**config.mk**
```make
export PLATFORM = sky130hd
export DESIGN_NAME = axi_rr_arbiter
export DESIGN_NICKNAME = d
export VERILOG_FILES = /design/src/rtl/axi_rr_arbiter.sv
export SDC_FILE = /design/constraint.sdc
export NUM_CORES = 1
export LEC_CHECK = 0
export ABC_AREA = 1
export ABC_CLOCK_PERIOD_IN_PS = 4000
export CELL_PAD_IN_SITES_DETAIL_PLACEMENT = 1
export CELL_PAD_IN_SITES_GLOBAL_PLACEMENT = 1
export CORE_UTILIZATION = 16
export CTS_CLUSTER_SIZE = 10
export DETAILED_ROUTE_END_ITERATION = 10
export GPL_ROUTABILITY_DRIVEN = 0
export PLACE_DENSITY_LB_ADDON = 0.1
export SLEW_MARGIN = 20
export SYNTH_ARGS = -nofsm -noshare
export SYNTH_HDL_FRONTEND = slang
export SYNTH_SLANG_ARGS = --single-unit
```
**constraint.sdc**
```tcl
create_clock -name ACLK -period 4 [get_ports ACLK]
set_input_delay 1 -clock ACLK [delete_from_list [all_inputs] [get_ports ACLK]]
set_output_delay 1 -clock ACLK [all_outputs]
set_load 0.02 [all_outputs]
```
**src/rtl/axi_rr_arbiter.sv**
```systemverilog
// AXI read/write channel arbiter: independent read and write grant FSMs with slave address decode.
// Define AXI_ARB_RR_EN for round-robin arbitration; otherwise the highest master index wins.
module axi_rr_arbiter #(
   parameter int NUM_M  = 2,
   parameter int NUM_S  = 2,
   parameter int ADDR_W = 32,
   parameter int SEL_LO = 16
) (
   input  logic                    ACLK,
   input  logic                    ARESETn,
   input  logic [NUM_M-1:0]        ARVALID,
   input  logic [NUM_M-1:0]        ARREADY,
   input  logic [NUM_M-1:0]        RVALID,
   input  logic [NUM_M-1:0]        RREADY,
   input  logic [NUM_M-1:0]        RLAST,
   input  logic [NUM_M*ADDR_W-1:0] ARADDR,
   input  logic [NUM_M-1:0]        AWVALID,
   input  logic [NUM_M-1:0]        AWREADY,
   input  logic [NUM_M-1:0]        WVALID,
   input  logic [NUM_M-1:0]        WREADY,
   input  logic [NUM_M-1:0]        WLAST,
   input  logic [NUM_M-1:0]        BVALID,
   input  logic [NUM_M-1:0]        BREADY,
   input  logic [NUM_M*ADDR_W-1:0] AWADDR,
   output logic [NUM_M-1:0]        rd_grant,
   output logic [NUM_M-1:0]        wr_grant,
   output logic [NUM_S:0]          rd_sel,
   output logic [NUM_S:0]          wr_sel,
   output logic                    rd_busy,
   output logic                    wr_busy
);
   localparam int IDX_W = $clog2(NUM_M);
   localparam int SEL_W = ADDR_W - SEL_LO;

   typedef enum logic [1:0] {R_IDLE, R_ADDR, R_DATA} rd_state_t;
   typedef enum logic [1:0] {W_IDLE, W_ADDR, W_DATA, W_RESP} wr_state_t;

   rd_state_t        r_rd_state;
   wr_state_t        r_wr_state;
   logic [IDX_W-1:0] r_rd_idx;
   logic [IDX_W-1:0] r_wr_idx;
   logic [NUM_M-1:0] r_rd_grant;
   logic [NUM_M-1:0] r_wr_grant;
   logic [NUM_S:0]   r_rd_sel;
   logic [NUM_S:0]   r_wr_sel;
   logic             r_wlast_seen;

   logic [IDX_W-1:0]  w_rd_win;
   logic [IDX_W-1:0]  w_wr_win;
   logic [ADDR_W-1:0] w_rd_addr;
   logic [ADDR_W-1:0] w_wr_addr;
   logic              w_unused_lo;
   logic              w_ar_hs;
   logic              w_r_last_hs;
   logic              w_aw_hs;
   logic              w_w_last_hs;
   logic              w_b_hs;

   // Out-of-range select values fall through to the default slave.
   function automatic logic [NUM_S:0] decode(input logic [SEL_W-1:0] field);
      logic [NUM_S:0] sel;
      sel        = '0;
      sel[NUM_S] = 1'b1;
      for (int s = 0; s < NUM_S; s++) begin
         if (field == SEL_W'(s)) begin
            sel    = '0;
            sel[s] = 1'b1;
         end
      end
      return sel;
   endfunction

`ifdef AXI_ARB_RR_EN
   logic [IDX_W-1:0] r_rd_ptr;
   logic [IDX_W-1:0] r_wr_ptr;

   // Scan downwards so the requester closest to the pointer is written last and wins.
   function automatic logic [IDX_W-1:0] pick(input logic [NUM_M-1:0] req,
                                             input logic [IDX_W-1:0] ptr);
      logic [IDX_W-1:0] g;
      logic [IDX_W-1:0] idx;
      g = '0;
      for (int k = NUM_M - 1; k >= 0; k--) begin
         idx = IDX_W'((int'(ptr) + k) % NUM_M);
         if (req[idx]) g = idx;
      end
      return g;
   endfunction

   function automatic logic [IDX_W-1:0] next_ptr(input logic [IDX_W-1:0] g);
      return (int'(g) == NUM_M - 1) ? '0 : IDX_W'(int'(g) + 1);
   endfunction

   assign w_rd_win = pick(ARVALID, r_rd_ptr);
   assign w_wr_win = pick(AWVALID, r_wr_ptr);

   always_ff @(posedge ACLK or negedge ARESETn) begin
      if (!ARESETn) begin
         r_rd_ptr <= '0;
         r_wr_ptr <= '0;
      end else begin
         if (r_rd_state == R_IDLE && |ARVALID) r_rd_ptr <= next_ptr(w_rd_win);
         if (r_wr_state == W_IDLE && |AWVALID) r_wr_ptr <= next_ptr(w_wr_win);
      end
   end
`else
   function automatic logic [IDX_W-1:0] pick(input logic [NUM_M-1:0] req);
      logic [IDX_W-1:0] g;
      g = '0;
      for (int i = 0; i < NUM_M; i++) begin
         if (req[i]) g = IDX_W'(i);
      end
      return g;
   endfunction

   assign w_rd_win = pick(ARVALID);
   assign w_wr_win = pick(AWVALID);
`endif

   always_comb begin
      w_rd_addr = '0;
      w_wr_addr = '0;
      for (int i = 0; i < NUM_M; i++) begin
         if (w_rd_win == IDX_W'(i)) w_rd_addr = ARADDR[i*ADDR_W +: ADDR_W];
         if (w_wr_win == IDX_W'(i)) w_wr_addr = AWADDR[i*ADDR_W +: ADDR_W];
      end
   end

   assign w_unused_lo = ^{w_rd_addr[SEL_LO-1:0], w_wr_addr[SEL_LO-1:0]};

   assign w_ar_hs     = ARVALID[r_rd_idx] & ARREADY[r_rd_idx];
   assign w_r_last_hs = RVALID[r_rd_idx] & RREADY[r_rd_idx] & RLAST[r_rd_idx];
   assign w_aw_hs     = AWVALID[r_wr_idx] & AWREADY[r_wr_idx];
   assign w_w_last_hs = WVALID[r_wr_idx] & WREADY[r_wr_idx] & WLAST[r_wr_idx];
   assign w_b_hs      = BVALID[r_wr_idx] & BREADY[r_wr_idx];

   // NOTE: non-blocking assignments so every register in the block samples pre-edge values.
   always_ff @(posedge ACLK or negedge ARESETn) begin
      if (!ARESETn) begin
         r_rd_state <= R_IDLE;
         r_rd_idx   <= '0;
         r_rd_grant <= '0;
         r_rd_sel   <= '0;
      end else begin
         case (r_rd_state)
            R_IDLE: if (|ARVALID) begin
               r_rd_idx   <= w_rd_win;
               r_rd_grant <= {{(NUM_M-1){1'b0}}, 1'b1} << w_rd_win;
               r_rd_sel   <= decode(w_rd_addr[ADDR_W-1:SEL_LO]);
               r_rd_state <= R_ADDR;
            end
            R_ADDR: if (w_ar_hs) r_rd_state <= R_DATA;
            R_DATA: if (w_r_last_hs) begin
               r_rd_grant <= '0;
               r_rd_sel   <= '0;
               r_rd_state <= R_IDLE;
            end
            default: r_rd_state <= R_IDLE;
         endcase
      end
   end

   always_ff @(posedge ACLK or negedge ARESETn) begin
      if (!ARESETn) begin
         r_wr_state   <= W_IDLE;
         r_wr_idx     <= '0;
         r_wr_grant   <= '0;
         r_wr_sel     <= '0;
         r_wlast_seen <= 1'b0;
      end else begin
         case (r_wr_state)
            W_IDLE: if (|AWVALID) begin
               r_wr_idx   <= w_wr_win;
               r_wr_grant <= {{(NUM_M-1){1'b0}}, 1'b1} << w_wr_win;
               r_wr_sel   <= decode(w_wr_addr[ADDR_W-1:SEL_LO]);
               r_wr_state <= W_ADDR;
            end
            // A last W beat may precede the AW handshake; remember it and skip W_DATA.
            W_ADDR: begin
               if (w_w_last_hs) r_wlast_seen <= 1'b1;
               if (w_aw_hs) r_wr_state <= (r_wlast_seen || w_w_last_hs) ? W_RESP : W_DATA;
            end
            W_DATA: if (w_w_last_hs) r_wr_state <= W_RESP;
            W_RESP: if (w_b_hs) begin
               r_wr_grant   <= '0;
               r_wr_sel     <= '0;
               r_wlast_seen <= 1'b0;
               r_wr_state   <= W_IDLE;
            end
            default: r_wr_state <= W_IDLE;
         endcase
      end
   end

   assign rd_grant = r_rd_grant;
   assign rd_sel   = r_rd_sel;
   assign rd_busy  = (r_rd_state != R_IDLE);
   assign wr_grant = r_wr_grant;
   assign wr_sel   = r_wr_sel;
   assign wr_busy  = (r_wr_state != W_IDLE);

endmodule
```
==> metrics.log <==
[metrics] run status: finished clean
[metrics] Netlist Area Pre-Place: ~1300 sq um
[metrics] CP top delay family: buffers and inverters
[metrics] total of max-cap violations: 0
[metrics] ratio of routed vias to standard cells: 4.00
[metrics] share of total power in sequential cells: 30.0%
[metrics] worst slew margin relative to its limit: 46.7%
[metrics] nature of the critical path startpoint: register
[metrics] setup clock skew after layout: ~0.0058 ns
[metrics] Final Hold Viols: 0
[metrics] global-route wire length before repair: 7650 um
[metrics] Chip Width: 91.5 um
[metrics] proportion of power drawn by combinational gates: 56.3%
[metrics] buffers from clock root to sink, at most: 2
[metrics] number of buffers inserted by port buffering: approximately 100
[metrics] Filler cells: between 900 and 1,000
[metrics] flop and latch count out of synthesis: 17
[metrics] clk_lat worst skew: 0.25 ns
[metrics] initial antenna violation count: 0
[metrics] ANT nets after route: 0
[metrics] mean instance size in the synthesized netlist: 6.35 sq um
[metrics] static leakage: 1.09 nW
[metrics] Overall Global Routing Usage: 11.1%
[metrics] number of hold-repair buffers added at the cts stage: 0
[metrics] share of final-layout standard cells stronger than drive strength 1: 2.95%
[metrics] required time of the critical path: 3.00 ns
[metrics] count of synthesis-stage warnings from yosys: 0
[metrics] GRT Max-Usage Layer: met2
[metrics] instance count of the mapped netlist: 202
[metrics] layout-stage area growth over the synthesis result: 90.6%
[metrics] CP peak stage delay: ~0.61 ns
[metrics] time the worst path needs with I/O delays and setup: 2.73 ns
[metrics] final number of setup-violating endpoints: 0
[metrics] TNS Setup: 0 ns
[metrics] cell mode on critical path: inv_1
[metrics] buffers plus inverters on the worst setup path: 3
[metrics] total congestion overflow after global routing: 0
[metrics] total internal power: 552 uW
[metrics] starting density of the core: between 10% and 20%
[metrics] core area: 7730 sq um
[metrics] initial detailed-routing violation count: 24
[metrics] maximum clock frequency: 367 MHz
[metrics] detailed-route via count: 1,628
[metrics] Clock Root Buffer: clkbuf_8
[metrics] drc violations: 0
[metrics] power per unit of standard cell area: 386 nW/um^2
[metrics] routed wire length per instance: 10.8 um
[metrics] post-placement cell count: 403
[metrics] clock tree from TritonCTS: done
[metrics] worst-path maximum fanout: 5
[metrics] most used cells in the layout excluding fill and tap cells: clkdlybuf4s50_1 (101), nand2_1 (65), nor2_1 (36), inv_1 (21)
[metrics] number of gates resized after cts: 0
[metrics] n_diodes: 0
[metrics] HPWL after DPL: 3750 um
[metrics] clock-pin slew on the worst setup and hold paths: 0.07 ns
[metrics] RSZ-0062 raised after global routing: no
[metrics] vertical die dimension: 91.5 um
[metrics] syn_nets: about 360
[metrics] clk sinks: 17
[metrics] leading cell type in the layout, fill and taps excluded: clkdlybuf4s50_1
[metrics] slowest stage cell, crit path: clkdlybuf4s50_1
[metrics] via count of the first global-routing pass: 1,733
[metrics] Final Routed Wirelength: roughly 4400 um
[metrics] Clk network pwr share: ~14%
[metrics] start-to-end type of the worst setup path: register to primary output
[metrics] clock buffer count from CTS: 3
[metrics] post-synthesis sequential area ratio: 33.2%
[metrics] period utilisation layout: around two thirds
[metrics] capturing element type of the critical path: primary output
[metrics] peak supply drop: around 0.00011 V
[metrics] final std cells w/o fill: 407
[metrics] distinct cell type count of the synthesized netlist: 17
[metrics] Post-CTS Setup Repair Bufs: 0
[metrics] switching power of the nets: a little under 400 uW
[metrics] number of iterations in the first detailed-routing pass: 4
[metrics] count of nets after finishing: 465
[metrics] critical-path cell list: inv_1 > ha_1 > inv_1 > clkdlybuf4s50_1
[metrics] Top Ports: 166
[metrics] die footprint: 8380 sq um
[metrics] transition time at the pin with the least slew margin: 0.797 ns
[metrics] pin count of the biggest net entering global routing: 18
[metrics] global-route met3 utilization: approximately 2.8%
[metrics] number of rows in the core area: 32
[metrics] Crit path arrival time: about 1.7 ns
[metrics] met2 track demand over resource in global routing: 18.5%
[metrics] switching portion of total power: a little over 40%
[metrics] met1 demand-to-capacity share in global routing: 14.2%
[metrics] H-tree lvl count: 1
[metrics] final slew viol count: 0
[metrics] area occupied by multi-input gates: 741 sq um
[metrics] Hold Path Class: register to register
[metrics] area of all sequential standard cells: 425 sq um
==> sequential cells by signal, indices dropped and copies added (netlist names) <==
signal	cells
rd_sel	3
wr_sel	3
r_rd_state	2
r_wr_state	2
rd_grant	2
wr_grant	2
r_rd_idx	1
r_wlast_seen	1
r_wr_idx	1
==> worst min-delay path, cell delays in order, from the launching register on <==
cell and delay [ns]:
dfrtp_1 0.35, nand2_1 0.05, o21ai_0 0.06
==> cells by family after synthesis <==
| kind of cell | after synthesis | synth area share, % |
|---|---|---|
| adders and majority gates | 5 | 4.88 |
| DFF | 17 | 33.2 |
| and+or+nand+nor | 136 | 45.2 |
| AOI/OAI and AO/OA | 18 | 7.71 |
| buffers and inverters | 26 | 9.07 |
==> layout make-up <==
type	count	share of cell area (%)
clock buffer	3	1.69
clock inverter	1	0.205
inverter	23	3.53
multi-input combinational	159	30.3
sequential	17	17.4
tap	102	5.22
timing repair buffer	102	41.7
==> worst paths after layout <==
| kind | startpoint | depth (start not counted) | to | slack, ns |
|---|---|---|---|---|
| hold / removal | rd_grant[0] | 2 | rd_grant[0] | 0.49 |
| max in group asynchronous | ARESETn | 1 | wr_sel[2] | 2.29 |
| hold reg to reg | rd_grant[0] | 2 | rd_grant[0] | 0.49 |
| setup reg to reg | r_wr_state[0] | 7 | r_wr_state[0] | 2.46 |
| setup / recovery | r_wr_state[0] | 4 | wr_busy | 1.27 |
| min in group asynchronous | ARESETn | 1 | r_wr_state[1] | 1.21 |
==> power groups by stage <==
stage	sequential, mW	combinational, mW	clock [mW]
global route	0.296	0.609	0.144
global placement	0.286	0.534	0
detailed placement	0.288	0.546	0
floorplan	0.309	0.264	0
finish	0.283	0.532	0.129
CTS	0.286	0.548	0.134
==> cells in the mapped netlist <==
master | number | area [sq um]
nand2_1 | 65 | 244
o21ai_2 | 1 | 8.76
nor3_1 | 4 | 20.0
dfrtp_1 | 17 | 425
o21ai_0 | 13 | 65.1
buf_6 | 2 | 22.5
nand3b_1 | 6 | 45.0
buf_4 | 1 | 7.51
nor2_2 | 1 | 6.26
nand4_1 | 7 | 43.8
o21ai_1 | 2 | 10.0
nor2_1 | 36 | 135
o211ai_1 | 2 | 15.0
inv_2 | 2 | 7.51
ha_1 | 5 | 62.6
inv_1 | 21 | 78.8
nand3_1 | 17 | 85.1
==> layer usage <==
metal	share of wire [%]	wire length, um	vias up
li1	-	-	849
met1	46	2030	713
met2	45	1970	64
met3	8.5	377	2
met4	0.95	42	0
met5	0	0	-
==> stage by stage <==
stage	total power, mW	utilization (%)	hold WS [ns]	cell area, sq um	setup WS (ns)
2_1_floorplan	0.573	-	0.448	1280	2.14
3_3_place_gp	0.819	31.0	0.467	2400	1.32
3_5_place_dp	0.834	31.0	0.476	2400	1.29
4_1_cts	0.967	31.6	0.493	2440	1.25
5_1_grt	1.05	31.6	0.514	2440	1.14
6_report	0.945	31.6	0.489	2440	1.27
Power figures use the tool's default switching activity.
